==> src/rtl/kypd_pkg.sv <==
// Shared definitions for the PmodKYPD keypad emulator: FSM states, the
// key-to-matrix map and the idle level of the row lines.
package kypd_pkg;

  typedef enum logic [2:0] {
    IDLE,
    BOUNCE_IN,
    HOLD,
    BOUNCE_OUT,
    GAP
  } state_t;

  typedef struct packed {
    logic [1:0] col;
    logic [1:0] row;
  } key_pos_t;

  localparam logic [3:0] ROW_IDLE = 4'b1111;

  // Matrix position of a hex key; index 0 is line bit 3.
  function automatic key_pos_t key_pos(input logic [3:0] key);
    key_pos_t pos;
    case (key)
      4'h1:    pos = {2'd0, 2'd0};
      4'h2:    pos = {2'd1, 2'd0};
      4'h3:    pos = {2'd2, 2'd0};
      4'hA:    pos = {2'd3, 2'd0};
      4'h4:    pos = {2'd0, 2'd1};
      4'h5:    pos = {2'd1, 2'd1};
      4'h6:    pos = {2'd2, 2'd1};
      4'hB:    pos = {2'd3, 2'd1};
      4'h7:    pos = {2'd0, 2'd2};
      4'h8:    pos = {2'd1, 2'd2};
      4'h9:    pos = {2'd2, 2'd2};
      4'hC:    pos = {2'd3, 2'd2};
      4'h0:    pos = {2'd0, 2'd3};
      4'hF:    pos = {2'd1, 2'd3};
      4'hE:    pos = {2'd2, 2'd3};
      default: pos = {2'd3, 2'd3};
    endcase
    return pos;
  endfunction

endpackage

==> src/rtl/kypd_row_drive.sv <==
// Registered row response: pulls the held key's row low whenever the scanner
// drives that key's column low while the contact is closed.
module kypd_row_drive
  import kypd_pkg::*;
(
  input  logic       clk,
  input  logic       rst,
  input  logic       pressed,
  input  logic [3:0] key,
  input  logic [3:0] col,
  output logic [3:0] row
);

  key_pos_t   pos;
  logic       hit;
  logic [3:0] row_reg;
  logic [3:0] row_next;

  assign pos = key_pos(key);
  // Map index 0 sits on line bit 3, so the bit select is the inverted index.
  assign hit = pressed && !col[~pos.col];

  for (genvar gi = 0; gi < 4; gi++) begin : g_row
    assign row_next[gi] = !(hit && (pos.row == ~2'(gi)));
  end

  always_ff @(posedge clk) begin
    if (rst) begin
      row_reg <= ROW_IDLE;
    end else begin
      row_reg <= row_next;
    end
  end

  assign row = row_reg;

endmodule

==> src/rtl/kypd_emulator.sv <==
// PmodKYPD keypad emulator: sequences one key request at a time through
// optional bounce, hold and release gap, and answers the column scan.
module kypd_emulator
  import kypd_pkg::*;
#(
  parameter int CLK_HZ         = 100000000,
  parameter int MS_CYCLES      = 100000,
  parameter int GAP_MS         = 20,
  parameter int BOUNCE_CYCLES  = 5000,
  parameter int BOUNCE_TOGGLES = 0
) (
  input  logic       clk,
  input  logic       rst,
  input  logic       req_valid,
  output logic       req_ready,
  input  logic [3:0] req_key,
  input  logic [7:0] req_hold_ms,
  input  logic [3:0] Col,
  output logic [3:0] Row,
  output logic       pressed,
  output logic       busy
);

  localparam int MSW = (MS_CYCLES > 1) ? $clog2(MS_CYCLES) : 1;
  localparam int BCW = (BOUNCE_CYCLES > 1) ? $clog2(BOUNCE_CYCLES) : 1;
  localparam int BPW = (BOUNCE_TOGGLES > 0) ? $clog2(BOUNCE_TOGGLES + 1) : 1;
  localparam logic [MSW-1:0] MS_LAST   = MSW'(MS_CYCLES - 1);
  localparam logic [BCW-1:0] BC_LAST   = BCW'(BOUNCE_CYCLES - 1);
  localparam logic [BPW-1:0] BP_LAST   = BPW'(BOUNCE_TOGGLES - 1);
  localparam logic [7:0]     GAP_TALLY = 8'(GAP_MS);
  localparam bit             BOUNCE_EN = (BOUNCE_TOGGLES > 0);

  // CLK_HZ only documents the clock the timing units were sized for.
  if (CLK_HZ < MS_CYCLES) begin : g_clk_below_ms_unit
  end

  state_t         state_reg, state_next;
  logic [MSW-1:0] ms_cnt_reg, ms_cnt_next;
  logic [7:0]     ms_tally_reg, ms_tally_next;
  logic [BCW-1:0] bnc_cnt_reg, bnc_cnt_next;
  logic [BPW-1:0] bnc_ph_reg, bnc_ph_next;
  logic [3:0]     key_reg, key_next;
  logic [7:0]     hold_reg, hold_next;
  logic [7:0]     ms_target;

  always_ff @(posedge clk) begin
    if (rst) begin
      state_reg    <= IDLE;
      ms_cnt_reg   <= '0;
      ms_tally_reg <= '0;
      bnc_cnt_reg  <= '0;
      bnc_ph_reg   <= '0;
      key_reg      <= '0;
      hold_reg     <= '0;
    end else begin
      state_reg    <= state_next;
      ms_cnt_reg   <= ms_cnt_next;
      ms_tally_reg <= ms_tally_next;
      bnc_cnt_reg  <= bnc_cnt_next;
      bnc_ph_reg   <= bnc_ph_next;
      key_reg      <= key_next;
      hold_reg     <= hold_next;
    end
  end

  // A hold of 0 ms behaves as 1 ms; the tally stops at target-1 so 255 never wraps.
  assign ms_target = (state_reg == GAP) ? GAP_TALLY :
                     ((hold_reg == 8'd0) ? 8'd1 : hold_reg);

  always_comb begin
    state_next    = state_reg;
    ms_cnt_next   = ms_cnt_reg;
    ms_tally_next = ms_tally_reg;
    bnc_cnt_next  = bnc_cnt_reg;
    bnc_ph_next   = bnc_ph_reg;
    key_next      = key_reg;
    hold_next     = hold_reg;
    case (state_reg)
      IDLE: begin
        if (req_valid) begin
          key_next   = req_key;
          hold_next  = req_hold_ms;
          state_next = BOUNCE_EN ? BOUNCE_IN : HOLD;
        end
      end
      BOUNCE_IN, BOUNCE_OUT: begin
        if (bnc_cnt_reg == BC_LAST) begin
          bnc_cnt_next = '0;
          if (bnc_ph_reg == BP_LAST) begin
            state_next = (state_reg == BOUNCE_IN) ? HOLD : GAP;
          end else begin
            bnc_ph_next = bnc_ph_reg + 1'b1;
          end
        end else begin
          bnc_cnt_next = bnc_cnt_reg + 1'b1;
        end
      end
      HOLD, GAP: begin
        if (ms_cnt_reg == MS_LAST) begin
          ms_cnt_next = '0;
          if (ms_tally_reg == ms_target - 8'd1) begin
            if (state_reg == GAP) begin
              state_next = IDLE;
            end else begin
              state_next = BOUNCE_EN ? BOUNCE_OUT : GAP;
            end
          end else begin
            ms_tally_next = ms_tally_reg + 8'd1;
          end
        end else begin
          ms_cnt_next = ms_cnt_reg + 1'b1;
        end
      end
      default: state_next = IDLE;
    endcase
    // Every phase starts its timers from zero.
    if (state_next != state_reg) begin
      ms_cnt_next   = '0;
      ms_tally_next = '0;
      bnc_cnt_next  = '0;
      bnc_ph_next   = '0;
    end
  end

  assign req_ready = (state_reg == IDLE);
  assign busy      = (state_reg != IDLE);
  assign pressed   = (state_reg == HOLD) ||
                     ((state_reg == BOUNCE_IN) && !bnc_ph_reg[0]) ||
                     ((state_reg == BOUNCE_OUT) && bnc_ph_reg[0]);

  kypd_row_drive u_row_drive (
    .clk     (clk),
    .rst     (rst),
    .pressed (pressed),
    .key     (key_reg),
    .col     (Col),
    .row     (Row)
  );

endmodule

==> config.mk <==
export PLATFORM = sky130hd
export DESIGN_NAME = kypd_emulator
export DESIGN_NICKNAME = d
export VERILOG_FILES = /design/src/rtl/kypd_pkg.sv /design/src/rtl/kypd_row_drive.sv /design/src/rtl/kypd_emulator.sv
export SDC_FILE = /design/constraint.sdc
export NUM_CORES = 1
export LEC_CHECK = 0
export ABC_CLOCK_PERIOD_IN_PS = 8300
export CAP_MARGIN = 20
export CORE_ASPECT_RATIO = 0.9
export CORE_MARGIN = 5
export CORE_UTILIZATION = 60
export CTS_CLUSTER_DIAMETER = 200
export DETAILED_ROUTE_END_ITERATION = 8
export MAX_ROUTING_LAYER = met4
export PLACE_DENSITY = 0.82
export SLEW_MARGIN = 20
export SYNTH_ARGS = -nofsm -noshare
export SYNTH_HDL_FRONTEND = slang
export SYNTH_SLANG_ARGS = --single-unit
export TNS_END_PERCENT = 20
==> constraint.sdc <==
create_clock -name clk -period 8.3 [get_ports clk]
set_input_delay 1.66 -clock clk [delete_from_list [all_inputs] [get_ports clk]]
set_output_delay 1.66 -clock clk [all_outputs]
set_load 0.005 [all_outputs]
---- Word level (Yosys, flattened, before mapping) ----
Memories as Yosys holds them, arrays and structs flattened. A register that Yosys moved wholly into a read port is not among the register bits.
Index checks and enable logic that the tools add are counted.
cells by class
  add/sub/neg operators ................... 5
  $mul .................................... 0
  div/mod/pow operators ................... 0
  magnitude comparators ................... 1
  equality and inequality tests ........... 11
  shift operators ......................... 0
  muxes and demuxes ....................... 17
  bitwise logic cells ..................... 2
  reductions and logical operators ........ 25
operators with widths
  operator                                                              number
  3-bit 2-to-1 mux                                                      7
  17-bit by 1-bit adder with 17-bit output, second input constant       1
  17-bit == test, second input constant                                 1
  17-bit 2-to-1 mux                                                     1
  8-bit 2-to-1 mux                                                      2
  13-bit by 1-bit adder with 13-bit output, second input constant       1
  13-bit == test, second input constant                                 1
  13-bit 2-to-1 mux                                                     1
  3-bit case mux with 3 select lines                                    1
  8-bit by 1-bit adder with 8-bit output, second input constant         1
  8-bit == test                                                         1
  8-bit logical NOT                                                     1
  4-bit 2-to-1 mux                                                      2
  8-bit by 1-bit subtractor with 8-bit output, second input constant    1
  1-bit logical AND                                                     7
  3-bit by 2-bit == test with 1-bit output, second input constant       2
  1-bit logical NOT                                                     6
  2-bit OR reduction                                                    3
  2-bit == test, second input constant                                  2
  2-bit AND reduction                                                   2
  3-bit by 1-bit == test with 1-bit output, second input constant       1
  3-bit == test, second input constant                                  1
  3-bit logical NOT                                                     1
  2-bit by 3-bit < comparator with 1-bit output, second input constant  1
  11 further kinds                                                      13
storage, ports and cells
  register bits ........................... 58
  latch bits .............................. 0
  memory bits (writable) .................. 0
  ROM bits ................................ 64
  output and inout port bits .............. 7
  memories ................................ 1
memory list
  name             words  bits a word  read ports  clocked after memory_dff  wr ports  line            RTL
  (no name shown)  16     4            1           1                         0         kypd_pkg.sv:23  case (key)

---- Longest topological paths before layout ----
  depth after elaboration ................. 10
  mapped depth ............................ 15
  mapped depth without buffers ............ 12

---- Modules after synthesis ----
From an unflattened synthesis, not the netlist that was laid out.
second synthesis, totals
  cell total of the unflattened synthesis .. 380
  area total of the unflattened synthesis .. 3129.3 µm²
modules (own cells, without submodules)
  module          instances  cells each  area an instance (µm²)
  kypd_emulator   1          345         2847.7
  kypd_row_drive  1          35          281.5

---- Worst setup path after synthesis ----
OpenSTA, ideal clock, no wires.
  kind .................................... register to register
  start ................................... reg hold_reg[4]
  end ..................................... reg ms_tally_reg[1]
  setup time .............................. 115 ps
  data arrival time ....................... 3250 ps
  data required time ...................... 8185 ps
  setup slack ............................. 4935 ps
  stages on the path, launching flop included .. 16
  buffers on the path ..................... 3
  cells stage by stage .................... dfxtp_1 > clkbuf_1 > nor4_1 > a21oi_1 > nor2_1 > inv_1 > ha_1 > nor3b_1 > and2_1 > a32o_1 > a221oi_1 > nand3_4 > o41ai_4 > buf_6 > buf_6 > nor2_1
between the ends
  cells in the longest elaborated chain, start to end .. 10
  elaborated cells on any way between the ends .. 12
  classes of those cells .................. add/sub: 1; eq/ne: 2; mux: 5; bitwise: 1; reduce/logical: 3
ends and longest elaborated chain
  item                                           line                  RTL
  start: declaration                             kypd_emulator.sv:43   logic [7:0] hold_reg, hold_next;
  start signal: assignment                       kypd_emulator.sv:62   hold_reg <= hold_next;
  8-bit logical NOT                              kypd_emulator.sv:68   ((hold_reg == 8'd0) ? 8'd1 : hold_reg);
  8-bit 2-to-1 mux *                             kypd_emulator.sv:68
  8-bit 2-to-1 mux *                             kypd_emulator.sv:67   assign ms_target = (state_reg == GAP) ? GAP_TALLY :
  8-bit by 1-bit subtractor with 8-bit output *  kypd_emulator.sv:101  if (ms_tally_reg == ms_target - 8'd1) begin
  8-bit == test *                                kypd_emulator.sv:101
  3-bit 2-to-1 mux                               kypd_emulator.sv:101
  3-bit 2-to-1 mux                               kypd_emulator.sv:99   if (ms_cnt_reg == MS_LAST) begin
  3-bit case mux with 3 select lines             kypd_emulator.sv:78   case (state_reg)
  3-bit inequality test                          kypd_emulator.sv:117  if (state_next != state_reg) begin
  2-bit OR reduction (no line)                   -
  end signal: assignment                         kypd_emulator.sv:58   ms_tally_reg <= ms_tally_next;
  end: declaration                               kypd_emulator.sv:39   logic [7:0] ms_tally_reg, ms_tally_next;
Every way passes the cells marked *; elsewhere a longest branch is shown, timed or not.
A chain may end at the register's enable or synchronous reset.

---- Worst setup path after layout ----
  start ................................... reg state_reg[2]
  end ..................................... reg ms_cnt_reg[15]
between the ends
  cells in the longest elaborated chain, start to end .. 9
  elaborated cells on any way between the ends .. 20
  classes of those cells .................. add/sub: 1; eq/ne: 6; mux: 9; reduce/logical: 4
ends and longest elaborated chain
  item                                         line                                                            RTL
  start: declaration                           kypd_emulator.sv:37                                             state_t state_reg, state_next;
  start signal: assignment                     kypd_emulator.sv:56                                             state_reg <= state_next;
  3-bit == test                                kypd_emulator.sv:67, kypd_emulator.sv:78, kypd_emulator.sv:102
  8-bit 2-to-1 mux                             kypd_emulator.sv:67
  8-bit by 1-bit subtractor with 8-bit output  kypd_emulator.sv:101
  8-bit == test                                kypd_emulator.sv:101
  3-bit 2-to-1 mux                             kypd_emulator.sv:101
  3-bit 2-to-1 mux                             kypd_emulator.sv:99
  3-bit case mux with 3 select lines           kypd_emulator.sv:78
  3-bit inequality test                        kypd_emulator.sv:117
  2-bit OR reduction (no line)                 -
  end signal: assignment                       kypd_emulator.sv:57                                             ms_cnt_reg <= ms_cnt_next;
  end: declaration                             kypd_emulator.sv:38                                             logic [MSW-1:0] ms_cnt_reg, ms_cnt_next;
Several ways; a longest one is shown, not always the timed one.

==> run metrics <==
GPL Wtd Cong 0.879; Data required, critical path 8.50 ns; die height 78.6 um; n_diodes 0; Root Driver clkbuf_8; CP Capture Point ms_cnt_reg[15]; drt first pass iters 4; Area Overhead vs Synth 14.4%; first-pass GRT wire length 11400 um; GR Util met1 0.264; pwr/cell area 180 mW/mm2; Total GRT Usage 0.212; Async S/R FF share, synth 0; filler cell count in the final layout 426; crit path from state_reg[2]; I/O pin cnt 26; Ys Warns 0; endpoints failing hold 0; Synth Instances 386; status completed; GRT busiest layer met2; I/O Buffers 25; fin nets 430; R2R setup slack 4.20 ns; global routing usage on met2 0.331; clk_lat worst skew 0.34 ns; number of flip-flops under the largest register name 17; Worst Hold Class reg2reg; Fin Hold WS 0.410 ns; Tightest Pin Transition 0.754 ns; DR iter-0 viols 185; Worst Clk Skew 0.00577 ns; via/cell ratio 5.69; final std cells w/o fill 479; Worst IR Drop VDD 133 uV; Setup Crit Path Kind reg2reg; met3 usage 0.0504; Top FF cell, synth dfxtp_1; Final period util 0.494; Worst Setup End Kind flip-flop; hold_buf cts 0; clk sink count 62; RSZ-0062 raised after global routing false; Mapped Nets 409; R2R cell count 12; vias in the first global route 2558; ratio of cells with drive above 1 in the final layout 0.0607; chip width 86.3 um; Final Setup Violations 0; core area 0.00516 mm2; Via Count 2725; register area 0.00124 mm2; cts repair resizes 0; Post-Route WL 6480 um; global route overflow 0; clk buf depth 2; Post-Syn Area 0.00314 mm2; DIE AREA 0.00678 mm2; type of origin of the critical path flip-flop; Clk pin slew, worst setup/hold paths 0.07 ns; DRC errors left 0; site row count 25; Multi-input gate area 0.00177 mm2; number of synthesized flops with an enable pin 0; final worst path period need 4.10 ns; largest net degree at the start of global routing 40; max_slew headroom 0.496; Seq/Total Area, Yosys 0.395; Cell variety after synth 50; HPWL Detailed 4580 um; DRT antenna net count 0; Max FO, Critical Path 39; max-cap violations 0; commonest non-fill, non-tap cell in the layout dfxtp_1; fmax 244 MHz; initial antenna violation count 0; Yosys reg bits 62; Num CTS Buffers 9; Setup TNS Final 0 ns; CTS tree yes; Pwr Total 0.000645 W; LEAKAGE 1.21 nW; Arr. time, crit path 4.30 ns; most frequent cells in the layout 62 x dfxtp_1, 51 x nand2_1, 35 x nor2_1; Starting Density 0.608; number of placed instances, taps included 463; Avg Inst Size Synth 8.14 um2; H-Tree Depth 3; FF-to-FF End ms_cnt_reg[15]; Final Max Slew Viols 0; postcts setup bufs 0; launching point of the worst reg2reg path state_reg[2]; DR WL/cell 13.5 um
==> worst min-delay path by stage <==
stage                             from                 end  slack, ns  cells past startpoint
floorplan           u_row_drive.pos[0]  u_row_drive.row[2]       0.37                      1
global placement    u_row_drive.pos[0]  u_row_drive.row[2]       0.39                      1
detailed placement  u_row_drive.pos[0]  u_row_drive.row[2]       0.39                      1
CTS                 u_row_drive.pos[0]  u_row_drive.row[2]       0.41                      1
global route        u_row_drive.pos[1]  u_row_drive.row[1]       0.45                      1
finish              u_row_drive.pos[1]  u_row_drive.row[0]       0.41                      1
==> synthesized netlist by cell type, types with 2 or more instances <==
library cell | number | area share
a31oi_1 | 2 | 0.0040
xor2_1 | 15 | 0.042
nand4_1 | 13 | 0.026
dfxtp_1 | 62 | 0.40
nor4b_1 | 2 | 0.0056
or3_1 | 5 | 0.010
or2_2 | 2 | 0.0040
and2_1 | 4 | 0.0080
a2111oi_0 | 2 | 0.0056
nor3b_1 | 2 | 0.0048
inv_1 | 14 | 0.017
nor3_1 | 26 | 0.041
nand2_1 | 51 | 0.061
o21ai_0 | 5 | 0.0080
and3_1 | 9 | 0.018
nor4_1 | 6 | 0.012
nand2b_1 | 5 | 0.010
nor2b_1 | 6 | 0.012
and4b_1 | 2 | 0.0064
clkbuf_1 | 9 | 0.011
nor2_1 | 35 | 0.042
ha_1 | 4 | 0.016
xnor2_1 | 17 | 0.047
a31o_2 | 2 | 0.0056
a21o_1 | 5 | 0.012
and4_1 | 2 | 0.0056
a21oi_1 | 33 | 0.053
nand3_1 | 19 | 0.030
buf_2 | 4 | 0.0064
mux2i_1 | 2 | 0.0064
buf_6 | 2 | 0.0072
==> per-layer routing <==
layer  up-vias  wire (um)
met5         -          0
met4         0         83
met3         6        231
met2        40       3040
met1      1265       3120
li1       1414          -
==> report_power, final <==
part | switching [W] | total [W] | leakage [nW] | internal, W
Clock | 0.000120 | 0.000257 | 0.0883 | 0.000137
Sequential | 0.00000724 | 0.000312 | 0.503 | 0.000305
Combinational | 0.0000411 | 0.0000755 | 0.618 | 0.0000343
Total | 0.000168 | 0.000645 | 1.21 | 0.000477
==> cell type report <==
type                            count  area share
Clock buffer                       10      0.0355
Clock inverter                      6      0.0174
Inverter                           14      0.0146
Multi-Input combinational cell    294       0.492
Sequential cell                    62       0.346
Tap cell                           67      0.0233
Timing Repair Buffer               26      0.0718
==> critical path, cell delays in order, from the launching register on <==
cell and delay [ns]:
dfxtp_1 0.53, nor3b_1 0.59, nor2_1 0.14, inv_1 0.09
ha_1 0.17, nor3b_1 0.40, xnor2_1 0.14, a32o_1 0.22
a221oi_1 0.56, nand3_4 0.23, o41ai_4 0.32, buf_4 0.42
nor3_1 0.12
==> stage by stage <==
step | util | cell area [um2] | setup WS, ns
2_1_floorplan | - | 3140 | 4.93
4_1_cts | 0.696 | 3590 | 4.22
3_5_place_dp | 0.659 | 3400 | 4.23
3_3_place_gp | 0.659 | 3400 | 4.40
5_1_grt | 0.696 | 3590 | 3.82
6_report | 0.696 | 3590 | 4.20
==> cells by family after synthesis <==
family / share of synthesized area
adder cells (fa/ha/maj): 0.0159
flip-flops: 0.395
buffers and inverters: 0.0422
multiplexers: 0.0135
AO/OA/AOI/OAI: 0.124
AND/OR/NAND/NOR: 0.320
XOR/XNOR: 0.0892
Note: power is estimated with default switching activity, not from simulation.
